===== src/rtl/fetch_unit_if.sv =====
// Instruction-memory bus between fetch_unit (master) and the instruction RAM (slave).
interface fetch_unit_if;
  logic        imem_write_enable;
  logic [31:0] imem_write_address;
  logic [31:0] imem_data_in;
  logic [31:0] imem_read_address;
  logic [31:0] imem_data_out;

  modport master (
    output imem_write_enable,
    output imem_write_address,
    output imem_data_in,
    output imem_read_address,
    input  imem_data_out
  );

  modport slave (
    input  imem_write_enable,
    input  imem_write_address,
    input  imem_data_in,
    input  imem_read_address,
    output imem_data_out
  );
endinterface


===== src/rtl/fetch_unit.sv =====
// Instruction fetch stage: loads a program into imem, then fetches into an IF/ID
// register with stall, redirect and halt-opcode handling.
module fetch_unit #(
  parameter int unsigned ADDR_W      = 10,
  parameter int unsigned START_PC    = 0,
  parameter logic [5:0]  HALT_OPCODE = 6'h3F
) (
  input  logic              clk,
  input  logic              rst_n,
  input  logic              load_valid,
  input  logic [31:0]       load_data,
  input  logic              load_last,
  output logic              load_ready,
  input  logic              start,
  input  logic              stall,
  input  logic              redirect_valid,
  input  logic [31:0]       redirect_target,
  fetch_unit_if.master      imem,
  output logic [31:0]       instr_out,
  output logic [31:0]       pc_out,
  output logic              instr_valid,
  output logic              halted
);

  localparam int unsigned DATA_W = 32;
  localparam logic [ADDR_W-1:0] PC_INIT = ADDR_W'(START_PC);
  localparam logic [ADDR_W-1:0] PTR_MAX = '1;
  localparam logic [ADDR_W-1:0] ONE     = ADDR_W'(1);

  typedef enum logic [1:0] {S_LOAD, S_IDLE, S_RUN, S_HALT} state_t;

  state_t              state, state_nxt;
  logic [ADDR_W-1:0]   load_ptr, load_ptr_nxt;
  logic [ADDR_W-1:0]   pc, pc_nxt;
  logic [DATA_W-1:0]   instr_q, instr_nxt;
  logic [ADDR_W-1:0]   pc_out_q, pc_out_nxt;
  logic                valid_q, valid_nxt;
  logic                ready_q, halted_q;
  logic                write_en;
  logic                unused_target;

  assign unused_target = ^redirect_target[DATA_W-1:ADDR_W];

  // Memory bus: write port is live only while loading, read port always shows pc
  assign imem.imem_write_enable  = write_en;
  assign imem.imem_write_address = DATA_W'(load_ptr);
  assign imem.imem_data_in       = load_data;
  assign imem.imem_read_address  = DATA_W'(pc);

  assign load_ready  = ready_q;
  assign halted      = halted_q;
  assign instr_out   = instr_q;
  assign pc_out      = DATA_W'(pc_out_q);
  assign instr_valid = valid_q;

  // Next-state and datapath; in RUN: redirect > stall > halt detect > issue
  always_comb begin
    state_nxt    = state;
    load_ptr_nxt = load_ptr;
    pc_nxt       = pc;
    instr_nxt    = instr_q;
    pc_out_nxt   = pc_out_q;
    valid_nxt    = valid_q;
    write_en     = 1'b0;
    case (state)
      S_LOAD: begin
        write_en  = load_valid;
        valid_nxt = 1'b0;
        if (load_valid) begin
          load_ptr_nxt = load_ptr + ONE;
          if (load_last || (load_ptr == PTR_MAX)) state_nxt = S_IDLE;
        end
      end
      S_IDLE: begin
        valid_nxt = 1'b0;
        if (start) begin
          state_nxt = S_RUN;
          pc_nxt    = PC_INIT;
        end
      end
      S_RUN: begin
        if (redirect_valid) begin
          pc_nxt    = redirect_target[ADDR_W-1:0];
          valid_nxt = 1'b0;
        end else if (stall) begin
          valid_nxt = valid_q;
        end else if (imem.imem_data_out[31:26] == HALT_OPCODE) begin
          valid_nxt = 1'b0;
          state_nxt = S_HALT;
        end else begin
          instr_nxt  = imem.imem_data_out;
          pc_out_nxt = pc;
          valid_nxt  = 1'b1;
          pc_nxt     = pc + ONE;
        end
      end
      S_HALT: begin
        valid_nxt = 1'b0;
        if (start) begin
          state_nxt = S_RUN;
          pc_nxt    = PC_INIT;
        end
      end
    endcase
  end

  always_ff @(posedge clk) begin
    if (!rst_n) begin
      state    <= S_LOAD;
      load_ptr <= '0;
      pc       <= PC_INIT;
      instr_q  <= '0;
      pc_out_q <= '0;
      valid_q  <= 1'b0;
      ready_q  <= 1'b1;
      halted_q <= 1'b0;
    end else begin
      state    <= state_nxt;
      load_ptr <= load_ptr_nxt;
      pc       <= pc_nxt;
      instr_q  <= instr_nxt;
      pc_out_q <= pc_out_nxt;
      valid_q  <= valid_nxt;
      ready_q  <= (state_nxt == S_LOAD);
      halted_q <= (state_nxt == S_HALT);
    end
  end

endmodule


===== src/flat_wrapper.sv =====
// flat-port wrapper written by rule: the top's interface ports become plain ports
module fetch_unit_flat 
#(
  parameter int unsigned ADDR_W      = 10,
  parameter int unsigned START_PC    = 0,
  parameter logic [5:0]  HALT_OPCODE = 6'h3F
)
  (clk, rst_n, load_valid, load_data, load_last, load_ready, start, stall, redirect_valid, redirect_target, instr_out, pc_out, instr_valid, halted, imem_imem_write_enable, imem_imem_write_address, imem_imem_data_in, imem_imem_read_address, imem_imem_data_out);
  fetch_unit_if imem_i ();
  input  logic clk;
  input  logic rst_n;
  input  logic load_valid;
  input  logic [31:0] load_data;
  input  logic load_last;
  output logic load_ready;
  input  logic start;
  input  logic stall;
  input  logic redirect_valid;
  input  logic [31:0] redirect_target;
  output logic [31:0] instr_out;
  output logic [31:0] pc_out;
  output logic instr_valid;
  output logic halted;
  output wire logic [$bits(imem_i.imem_write_enable)-1:0] imem_imem_write_enable;
  output wire logic [$bits(imem_i.imem_write_address)-1:0] imem_imem_write_address;
  output wire logic [$bits(imem_i.imem_data_in)-1:0] imem_imem_data_in;
  output wire logic [$bits(imem_i.imem_read_address)-1:0] imem_imem_read_address;
  input wire logic [$bits(imem_i.imem_data_out)-1:0] imem_imem_data_out;
  assign imem_imem_write_enable = imem_i.imem_write_enable;
  assign imem_imem_write_address = imem_i.imem_write_address;
  assign imem_imem_data_in = imem_i.imem_data_in;
  assign imem_imem_read_address = imem_i.imem_read_address;
  assign imem_i.imem_data_out = imem_imem_data_out;
  fetch_unit #(.ADDR_W(ADDR_W), .START_PC(START_PC), .HALT_OPCODE(HALT_OPCODE)) u_core (.clk(clk), .rst_n(rst_n), .load_valid(load_valid), .load_data(load_data), .load_last(load_last), .load_ready(load_ready), .start(start), .stall(stall), .redirect_valid(redirect_valid), .redirect_target(redirect_target), .imem(imem_i), .instr_out(instr_out), .pc_out(pc_out), .instr_valid(instr_valid), .halted(halted));
endmodule

===== config.mk =====
export PLATFORM = sky130hd
export DESIGN_NAME = fetch_unit_flat
export DESIGN_NICKNAME = d
export VERILOG_FILES = /design/src/rtl/fetch_unit_if.sv /design/src/rtl/fetch_unit.sv /design/src/flat_wrapper.sv
export SDC_FILE = /design/constraint.sdc
export NUM_CORES = 1
export LEC_CHECK = 0
export CAP_MARGIN = 20
export CORE_MARGIN = 1.5
export CORE_UTILIZATION = 35
export CTS_BUF_LIST = sky130_fd_sc_hd__clkbuf_16
export DETAILED_ROUTE_END_ITERATION = 8
export DONT_BUFFER_PORTS = 1
export PLACE_DENSITY = 0.45
export SYNTH_ARGS = -nofsm -noshare
export SYNTH_HDL_FRONTEND = slang
export SYNTH_SLANG_ARGS = --single-unit

===== constraint.sdc =====
create_clock -name clk -period 3 [get_ports clk]
set_input_delay 0.6 -clock clk [delete_from_list [all_inputs] [get_ports clk]]
set_output_delay 0.6 -clock clk [all_outputs]
set_load 0.02 [all_outputs]

## Word-level counts from Yosys, hierarchy flattened

Cells that the tools add are included.

| word-level totals | value |
|---|---|
| bits in latches | 0 |
| output and inout bits | 164 |
| RAM bits | 0 |
| memories | 0 |
| word-level logic and storage cells | 48 |
| flip-flop bits (word level) | 67 |
| memory bits (read-only) | 0 |
| bits of input ports | 103 |

| operators by class | value |
|---|---|
| multiplexer cells | 17 |
| multiply operators | 0 |
| add/sub/neg operators | 2 |
| $lt $le $gt $ge | 0 |
| reduce and logical (&&, ||, !) cells | 9 |
| shift operators | 0 |
| bitwise logic cells | 3 |
| equal/unequal tests | 9 |
| div/mod/pow operators | 0 |

Operator list:

| operator | count |
|---|---|
| $mux 10 | 4 |
| $add 10x1->10 const B | 2 |
| $pmux 10 s2 | 1 |
| $mux 2 | 6 |
| $eq 10x10->1 const B | 1 |
| $reduce_and 4->1 | 2 |
| $eq 2x2->1 const B | 3 |
| $eq 6x6->1 const B | 1 |
| $ne 3x3->1 const B | 2 |
| $pmux 2 s3 | 1 |
| $logic_not 2->1 | 2 |
| $mux 1 | 4 |
| $not 1->1 | 3 |
| $reduce_or 3->1 | 1 |
| $eq 2x1->1 const B | 1 |
| $ne 2x1->1 const B | 1 |
| $pmux 1 s2 | 1 |
| $reduce_and 2->1 | 1 |
| $reduce_bool 2->1 | 1 |
| $reduce_or 2->1 | 1 |
| $logic_or 1x1->1 | 1 |

## Logic depth before layout (Yosys ltp)

| logic depth | value |
|---|---|
| depth after elaboration | 6 |
| mapped depth | 7 |
| mapped depth without buffers | 5 |

## Worst setup path before layout

No wires, ideal clock.

| path | value |
|---|---|
| kind | input-to-reg |
| start point | input port redirect_valid |
| end point | register u_core.pc_out_q[0] |
| data required time | 2,861 ps |
| slack | 1,078 ps |
| library setup time | 139 ps |
| buffers on the path | 3 |
| data arrival time | 1,783 ps |
| stages on the path | 7 |
| path through | buf_6 or4b_1 buf_2 a21o_1 buf_2 nand2_1 a21oi_2 |

| between the ends | value |
|---|---|
| cells in the longest elaborated chain, start to end | 2 |

Ends and longest elaborated chain:

| what | RTL line | RTL |
|---|---|---|
| start, declared | flat_wrapper.sv:18 | `input logic redirect_valid;` |
| $not 1->1 (no source line) | n/a |  |
| $reduce_and 4->1 (no source line) | n/a |  |
| end signal, assigned | fetch_unit.sv:122 | `pc_out_q <= pc_out_nxt;` |
| end, declared | fetch_unit.sv:36 | `logic [ADDR_W-1:0] pc_out_q, pc_out_nxt;` |

Every way passes these cells.
A chain may end at the register's enable or synchronous reset.

## Worst setup path in the final report

| path | value |
|---|---|
| start point | register u_core.state[1] |
| end point | register u_core.pc_out_q[3] |

| between the ends | value |
|---|---|
| cells in the longest elaborated chain, start to end | 2 |

Ends and longest elaborated chain:

| what | RTL line | RTL |
|---|---|---|
| start, declared | fetch_unit.sv:32 | `state_t state, state_nxt;` |
| start signal, assigned | fetch_unit.sv:118 | `state <= state_nxt;` |
| $eq 2x2->1 | fetch_unit.sv:65 | `case (state)` |
| $reduce_and 4->1 (no source line) | n/a |  |

Every way passes these cells.

==> impl_metrics.yaml <==
power:
  pwr_density_cell_nw_per_um2: 612
  ir_worst_vdd_mv: 0.247
  leakage_nw: 1.31
synthesis:
  netlist_area_um2: 3600
  synth_edf_count: 0
  netlist_top_cells_area: "dfxtp_1, buf_4, nand2_1, a21oi_1, a21oi_2"
  synth_ff_type: "dfxtp_1"
  syn_area_per_cell_um2: 8.25
  synth_top_area_share_pct: 37.2
  synthArstFlopShare_pct: 0
  ys_seq_elements: 67
  synth_cell_types: 53
  yosys.area.top_type: "dfxtp_1"
  synth_common_cells: "buf_4, nand2_1, dfxtp_1"
  yosysWarningCount: 0
  synthCells: 437
  synth_most_common_cell: "buf_4"
  seq_area_frac_synth_pct: 37.2
global_route:
  grt.overflow.total: 0
  antenna_found_initial: 1
  gr-usage-all-layers_pct: 14.7
  grt_pass1_vias: 2232
  grt_pass1_wl_um: 12500
  grt_max_degree: 43
floorplan:
  fp-row-count: 36
  core_area_um2: 9860
  dieArea_um2: 10900
  io_pins: 267
  die_h_um: 104
  initial_core_util_pct: 36.5
  die_w_um: 104
timing:
  rsz0062_at_grt: "false"
  worst_pin_slew_ns: 0.984
  period_share_pct: 68.2
  fin_skew_ns: 0.00840
  final_max_slew_viol_count: 0
  tns_ns: 0
  hold_viol_final: 0
  fmax_mhz: 489
  fin_crit_ns: 2.05
  setup_viol: 0
  maxSlewHeadroom_pct: 34.0
cts:
  htree_levels: 3
  cts_tree: "done"
  numCtsBuffers: 9
  clkTransAtPathRegs_ns: 0.06
  post_cts_buffers: 0
  root_buffer: "clkbuf_16"
  clkSinkCount: 67
  clock_latency_ns: 0.33
  hold_buffers: 0
  ctsResizeCount: 0
  cts_buffer_depth: 2
hold_path:
  whs_path_depth: 1
  hp-start: "rst_n"
  min_to: "u_core.load_ready"
  hold_class: "input port to flip-flop"
setup_path:
  reg2reg_slack_ns: 0.95
  path_cells: "or4b_1, a21oi_4, buf_4, nand2_1, a21oi_2"
  r2r-end: "u_core.pc_out_q[3]"
  ff2ff_path_depth: 5
  setup.worst_path.end_class: "flip-flop"
  regToRegStartpoint: "u_core.state[1]"
  path_class: "flip-flop to flip-flop"
  critPathSlowestCell: "or4b_1"
  cp.required_ns: 3.25
  slowest_delay_ns: 0.61
  cp_data_arrival_time_ns: 2.29
  cp_max_fo: 42
  startpoint_type: "flip-flop"
run:
  maxCapViolations: 0
route:
  via_count: 2563
  drc_errors: 0
  postRouteAntennaNets: 0
  detailedRoute.firstIterationViolations: 148
  drt-total-wl_um: 8520
  via_per_inst: 4.76
  avgRoutedWirePerCell_um: 15.8
  first_pass_iters: 4
place:
  dp_hpwl_um: 6040
  gp_congestion: 0.805
  place.port_buffers: 0
layout:
  areaGrowthSynthToFinish_pct: -3.19
  layout.nets: 505
  drive_gt1_share_pct: 7.90
  fillers: 1045
  finish.utilization_pct: 35.4
outcome:
  status: "finished clean"
[metrics by stage]
step	hold WS, ns	std cells	setup WS (ns)	power (mW)	area (um2)
after floorplan	0.533	502	1.08	1.23	3850
after detailed placement	0.550	522	0.825	1.12	3190
after global routing	0.331	539	0.800	2.23	3490
after global placement	0.544	522	0.845	1.12	3190
after CTS	0.326	538	0.942	2.17	3490
final	0.340	539	0.953	2.13	3490
[report_power, final]
part,leakage [nW],switching [mW],internal [mW]
Sequential,0.541,0.0330,0.905
Combinational,0.624,0.129,0.0321
Clock,0.141,0.396,0.640
Total,1.31,0.558,1.58
[critical path, delay by kind of cell (launching register included)]
family	cells	cell delay (ns)
AO/OA/AOI/OAI	2	0.28
buffers and inverters	1	0.41
flip-flops	1	0.52
AND/OR/NAND/NOR	2	0.75
[final cells by class]
cell class	instances	area, um2	area share (%)
multi-input combinational	312	1630	46.7
sequential	67	1340	38.5
clock buffer	9	225	6.46
antenna	1	2.50	0.0717
clock inverter	7	68.8	1.97
inverter	5	18.8	0.538
timing repair buffer	5	37.5	1.08
tap	133	166	4.77
[worst max path at each step]
stage	slack [ns]	endpoint	cells past startpoint	start
final	0.95	u_core.pc_out_q[3]	5	u_core.state[1]
after global routing	0.80	u_core.pc_out_q[3]	5	u_core.state[1]
after CTS	0.94	u_core.pc_out_q[3]	5	u_core.state[0]
after detailed placement	0.82	u_core.pc_out_q[3]	5	stall
after global placement	0.85	u_core.pc_out_q[7]	5	stall
after floorplan	1.08	u_core.pc_out_q[0]	7	redirect_valid
[state kept, by name, summed over array words and instances, names as in the netlist]
name / count
u_core.halted: 1
u_core.instr_valid: 1
u_core.instr_out: 32
u_core.pc: 10
u_core.load_ready: 1
u_core.state: 2
u_core.pc_out_q: 10
u_core.load_ptr: 10
[metal layers]
metal,global-route usage [%],part of all wire [%]
met1,16.7,41
met2,23.4,48
met3,6.83,10
met4,6.85,1.5
met5,0,0
[logic make-up (layout without fill, tap and decap cells)]
group	count (synthesis)	count (layout)	synth area share, %
mux	1	1	0.278
flops	67	67	37.2
fa+ha+maj	2	2	0.694
xor+xnor	9	9	2.19
compound gates	80	80	15.1
other cells	1	67	0.104
simple gates	154	154	20.1
buf+inv	123	26	24.4
[layout by cell type, fill, tap and decap left out, types with 2 or more instances in the layout]
cell,instances
or4_1,2
a22o_1,2
nor3_1,3
nor2_1,16
o41ai_1,2
conb_1,66
and3_1,8
clkbuf_16,9
a311oi_1,2
and4_1,4
a221o_1,5
clkinv_2,3
nand2_1,94
nand3_1,6
nand3b_1,2
inv_1,4
xnor2_1,4
o211ai_1,3
a21oi_2,8
ha_1,2
a21oi_1,41
o221a_1,2
buf_4,5
dfxtp_1,67
clkinvlp_4,2
nor2b_1,3
and2_1,3
o21ai_0,3
nand4_1,3
or3_1,2
xor2_1,5
No activity file was read; power rests on OpenSTA's default activity.
==> RTL edit 1, RTL diff (same flow settings) <==
`ADDR_W` is set to 10 in 2 places; all go to 9.
--- a/src/rtl/fetch_unit.sv
+++ b/src/rtl/fetch_unit.sv
@@ -1,7 +1,7 @@
 // Instruction fetch stage: loads a program into imem, then fetches into an IF/ID
 // register with stall, redirect and halt-opcode handling.
 module fetch_unit #(
-  parameter int unsigned ADDR_W      = 10,
+  parameter int unsigned ADDR_W      = 9,
   parameter int unsigned START_PC    = 0,
   parameter logic [5:0]  HALT_OPCODE = 6'h3F
 ) (
--- a/src/flat_wrapper.sv
+++ b/src/flat_wrapper.sv
@@ -1,7 +1,7 @@
 // flat-port wrapper written by rule: the top's interface ports become plain ports
 module fetch_unit_flat 
 #(
-  parameter int unsigned ADDR_W      = 10,
+  parameter int unsigned ADDR_W      = 9,
   parameter int unsigned START_PC    = 0,
   parameter logic [5:0]  HALT_OPCODE = 6'h3F
 )
Check against the original RTL: not equivalent (Yosys sat finds a counterexample within 4 cycles, from zero or initial values and one cycle with rst_n low).
==> RTL edit 1 against the unedited design <==
Worst setup slack got worse by 0.092 ns; sequential cell count is 3 lower; worst hold slack gained 0.028 ns; synthesized area down 4.0%; final area fell by 3.6%; power up 1.4%; routed wire length shrank 9.1%; global-route usage decreased by 0.32 points; critical path type is now flip-flop to output port; highest routed layer unchanged.
==> RTL edit 1: results (changes against the unedited design) <==
| Metric | Value |
|---|---|
| Leakage | 1.265 nW (-3.1%) |
| Final #Nets | 496 (-1.8%) |
| Root Buffer | clkbuf_16 |
| Worst Skew | 0.005748 ns (-0.002651 ns) |
| IO buf count | 0 (unchanged) |
| RePlAce Congestion | 0.7004 (-13%) |
| Crit path DAT | 1.54 ns (-0.75 ns) |
| Commonest cells post-synth | 101 x buf_4, 85 x nand2_1, 64 x dfxtp_1 |
| Top_reg_cell synth | dfxtp_1 |
| Ys async rst share | 0% (unchanged) |
| Library cells used by synthesis | 45 (-15%) |
| Worst-path clk slew | 0.05 ns |
| Fill count | 1059 (+1.3%) |
| Cts bufs inserted | 9 (unchanged) |
| GRT Total Usage | 14.40% (-0.32 points) |
| Routed WL per cell | 14.67 µm (-7.2%) |
| # diodes | 0 (-1) |
| Max reg flops | 32 (unchanged) |
| Met2 WL post-DR | 3.642 mm (-10%) |
| # Post-CTS Setup Buffers | 0 (unchanged) |
| Vias in the first global route | 2167 (-2.9%) |
| Area contributors post-synth | dfxtp_1 37%, buf_4 22%, nand2_1 9.2% |
| Synth warn | 0 (unchanged) |
| Sequential share of the synthesized area | 37.05% (-0.17 points) |
| Detail Route met3 WL | 687 µm (-21%) |
| Maximum VDD drop | 308.1 µV (+25%) |
| Status | complete, no violations |
| CP Max Fanout | 13 (-69%) |
| Bufs on Longest Clock Path | 2 (unchanged) |
| Post-CTS Resized | 0 (unchanged) |
| First-pass GRT wire length | 11.39 mm (-8.7%) |
| DPL Wire Length | 5.470 mm (-9.5%) |
| Max Used Layer | met4 |
| Worst-Skew Late Latency | 0.32 ns |
| Hold crit path type | input pin to flip-flop |
| Largest net degree at the start of global routing | 32 (-26%) |
| Drt pass-1 iters | 4 (unchanged) |
| H-tree Lvls | 3 (unchanged) |
| Share of cells above drive strength 1 | 7.089% (-0.81 points) |
| Slew @ Worst Pin | 0.8762 ns (-0.1078 ns) |
| Via count | 2454 (-4.3%) |
| Initial antenna violation count | 0 (-1) |
| DR iter-0 viols | 64 (-57%) |
| Routed met1 length | 3.218 mm (-7.3%) |
RTL edit 1: cell types whose count changed after synthesis, moves of 3 or more:
cell,delta
nand2_1,-9
a21oi_2,-8
nand3_1,+7
and3_1,-6
a221o_1,-5
nand4_1,+5
a21oi_1,+4
mux2i_1,+4
nand2b_1,+4
and4_1,-3
buf_2,-3
dfxtp_1,-3
RTL edit 1: cell families (layout without fill, tap and decap cells):
logic type	count (synthesis)	in the layout	share of synthesized area, %
AOI/OAI and AO/OA	71	71	12.66
xor gates and xnor gates	9	9	2.279
adders and majority gates	3	3	1.085
buffers and inverters	126	27	26.05
DFF	64	64	37.05
muxes	5	5	1.447
other	1	69	0.1084
and+or+nand+nor	147	147	19.32
RTL edit 1: area by class of cell:
cell class              instances  share of cell area [%]
well taps                     133                   4.946
multi-input cells             304                   45.52
flip-flops and latches         64                   38.08
inverters                       5                  0.5578
clock inverters                 7                   2.864
clock buffers                   9                   6.694
repair buffers                  6                   1.339
RTL edit 1: per-stage QoR:
step                setup WS, ns  instance area (µm²)  utilization [%]  instances  hold slack, ns
finish                    0.8609                 3364            34.74        528          0.3678
global route              0.7898                 3364            34.74        528          0.3640
CTS                       0.8593                 3364            34.74        528          0.3578
detailed placement        0.6779                 3043            31.42        512          0.5258
global placement          0.6796                 3043            31.42        512          0.5201
floorplan                  1.086                 3714                -        494          0.4822
RTL edit 1: path summary, 6_finish.rpt:
kind | endpoint | start | slack (ns) | cells after the start
setup / recovery | imem_imem_write_enable | u_core.state[0] | 0.86 | 2
hold / removal | u_core.instr_valid | redirect_valid | 0.37 | 1
setup reg to reg | u_core.instr_out[27] | u_core.state[1] | 0.92 | 5
hold reg to reg | u_core.instr_valid | u_core.state[1] | 0.54 | 2
RTL edit 1: power breakdown:
part	leakage (nW)	switching [mW]	total (mW)	internal [mW]
registers	0.517	0.0299	0.893	0.863
logic	0.589	0.124	0.152	0.0276
clock network	0.159	0.391	1.12	0.728
RTL edit 1: metal layers:
metal  global-route usage, %  vias up
li1                        -     1179
met1                   16.80     1128
met2                   22.92      123
met3                   5.677       24
met4                   7.271        0
met5                       0        -
RTL edit 1: critical path: stages, from the launching register on:
cell	delay, ns
dfxtp_1	0.30
buf_4	0.17
nor3b_2	0.74
==> RTL edit 2, RTL diff (config.mk and constraints unchanged) <==
Made on the original files. The 4 states of `state_t` get a one-hot encoding in 4 bits.
--- a/src/rtl/fetch_unit.sv
+++ b/src/rtl/fetch_unit.sv
@@ -27,7 +27,7 @@
   localparam logic [ADDR_W-1:0] PTR_MAX = '1;
   localparam logic [ADDR_W-1:0] ONE     = ADDR_W'(1);
 
-  typedef enum logic [1:0] {S_LOAD, S_IDLE, S_RUN, S_HALT} state_t;
+  typedef enum logic [3:0] {S_LOAD = 4'b0001, S_IDLE = 4'b0010, S_RUN = 4'b0100, S_HALT = 4'b1000} state_t;
 
   state_t              state, state_nxt;
   logic [ADDR_W-1:0]   load_ptr, load_ptr_nxt;
Behaviour: same outputs for any inputs over 4 cycles, from zero or initial values and one cycle with rst_n low; so few cycles prove little.
==> RTL edit 2 against the unedited design <==
Sequential power grew 2%; core utilization shrank 0.52 points; count of clock-buffer cells in the layout is the same; sequential cell count grew 2; final area grew 2.2%; routed wire length shrank 7.1%; worst hold slack gained 0.018 ns; power grew 4.1%; first-iteration DRC count grew 0.68%; worst setup slack lost 0.35 ns; synthesized area grew 1.2%; clock skew shrank 0.0030 ns; register-to-register slack lost 0.10 ns; critical endpoint is now imem_imem_write_enable.
==> RTL edit 2: results (changes against the unedited design) <==
| Metric | Value |
|---|---|
| Cells after DPL | 546 (+4.6%) |
| Bufs on Longest Clock Path | 2 (unchanged) |
| Leakage | 1.277 nW (-2.2%) |
| Via count | 2654 (+3.6%) |
| Largest net degree at the start of global routing | 53 (+23%) |
| DP Area | 0.003251 mm² (+1.8%) |
| DR iter-0 viols | 149 (+0.68%) |
| Max Used Layer | met5 |
| Met2 Use GR | 22.78% (-0.62 points) |
| DPL Wire Length | 5.570 mm (-7.8%) |
| Detail Route met3 WL | 812 µm (-7.0%) |
| Share of cells above drive strength 1 | 7.294% (-0.61 points) |
| Drt total wl | 7.911 mm (-7.1%) |
| Status | complete, no violations |
| CP max-delay cell | or4b_4 |
| Library cells used by synthesis | 50 (-5.7%) |
| Xor-xnor portion of the synthesized cell area | 2.642% (+0.45 points) |
| Worst Skew | 0.005420 ns (-0.002979 ns) |
| Met3 usage | 5.864% (-0.97 points) |
| Post-synthesis adder-cell area fraction | 0.6861% (-0.0083 points) |
| Max reg flops | 32 (unchanged) |
| RePlAce Congestion | 0.7872 (-2.2%) |
| Mapped Cells | 462 (+5.7%) |
| Setup Slack @ Placement | 0.8303 ns (+0.005456 ns) |
| Area contributors post-synth | dfxtp_1 38%, buf_4 20%, nand2_1 10% |
| Commonest cells post-synth | 100 x nand2_1, 98 x buf_4, 69 x dfxtp_1 |
| Maximum VDD drop | 242.2 µV (-1.8%) |
| Complex-gate fraction of the synthesized area | 14.10% (-0.97 points) |
| GRT Total Usage | 14.10% (-0.62 points) |
| CP Max Fanout | 12 (-71%) |
| Slew margin rel. | 46.61% (+13 points) |
| Met2 WL post-DR | 3.709 mm (-8.3%) |
| Sequential share of the synthesized area | 37.87% (+0.65 points) |
| Vias in the first global route | 2420 (+8.4%) |
| Via-to-Cell Ratio | 4.731 (-0.51%) |
| Mux share of post-synthesis cell area | 0.2744% (-0.0033 points) |
| First-pass GRT wire length | 12.36 mm (-0.83%) |
| Grt met1 use | 16.19% (-0.49 points) |
[RTL edit 2: changes by cell type after synthesis, sizes merged, moves of 3 or more]
cell   change
nor2       +6
and3       -6
nor2b      -3
and4       -3
nor3       +9
nand2      +6
o21ai     +14
a221o      -5
o31ai      +3
a22oi      +3
[RTL edit 2: path summary, 6_finish.rpt]
kind / end / cells past startpoint / slack [ns] / startpoint
max: imem_imem_write_enable / 3 / 0.61 / u_core.state[3]
min: u_core.load_ready / 1 / 0.36 / rst_n
max reg2reg: u_core.instr_out[25] / 5 / 0.85 / u_core.state[2]
min reg2reg: u_core.instr_out[10] / 2 / 0.56 / u_core.instr_out[10]
[RTL edit 2: report_power, final]
part | internal (mW) | switching, mW | total [mW] | leakage [nW]
clock network | 0.724 | 0.388 | 1.11 | 0.153
registers | 0.927 | 0.0266 | 0.954 | 0.557
logic | 0.0330 | 0.123 | 0.156 | 0.567
[RTL edit 2: cell type report]
type | instances | area, µm²
sequential | 69 | 1381
tap | 136 | 170.2
timing repair buffer | 2 | 15.01
multi-input combinational | 334 | 1664
fill | 1108 | 6666
inverter | 5 | 20.02
clock buffer | 9 | 225.2
clock inverter | 6 | 88.84
[RTL edit 2: worst max-delay path: cells and delay by family (launching register included)]
family,cells,cell delay [ns]
buffers and inverters,1,0.13
and+or+nand+nor,2,0.89
DFF,1,0.45
[RTL edit 2: cell families (layout without fill, tap and decap cells)]
kind of cell | Yosys count | after routing
and+or+nand+nor | 166 | 166
AOI/OAI and AO/OA | 88 | 88
DFF | 69 | 69
adders and majority gates | 2 | 2
buffers and inverters | 124 | 22
xor gates and xnor gates | 11 | 11
muxes | 1 | 1
other | 1 | 66
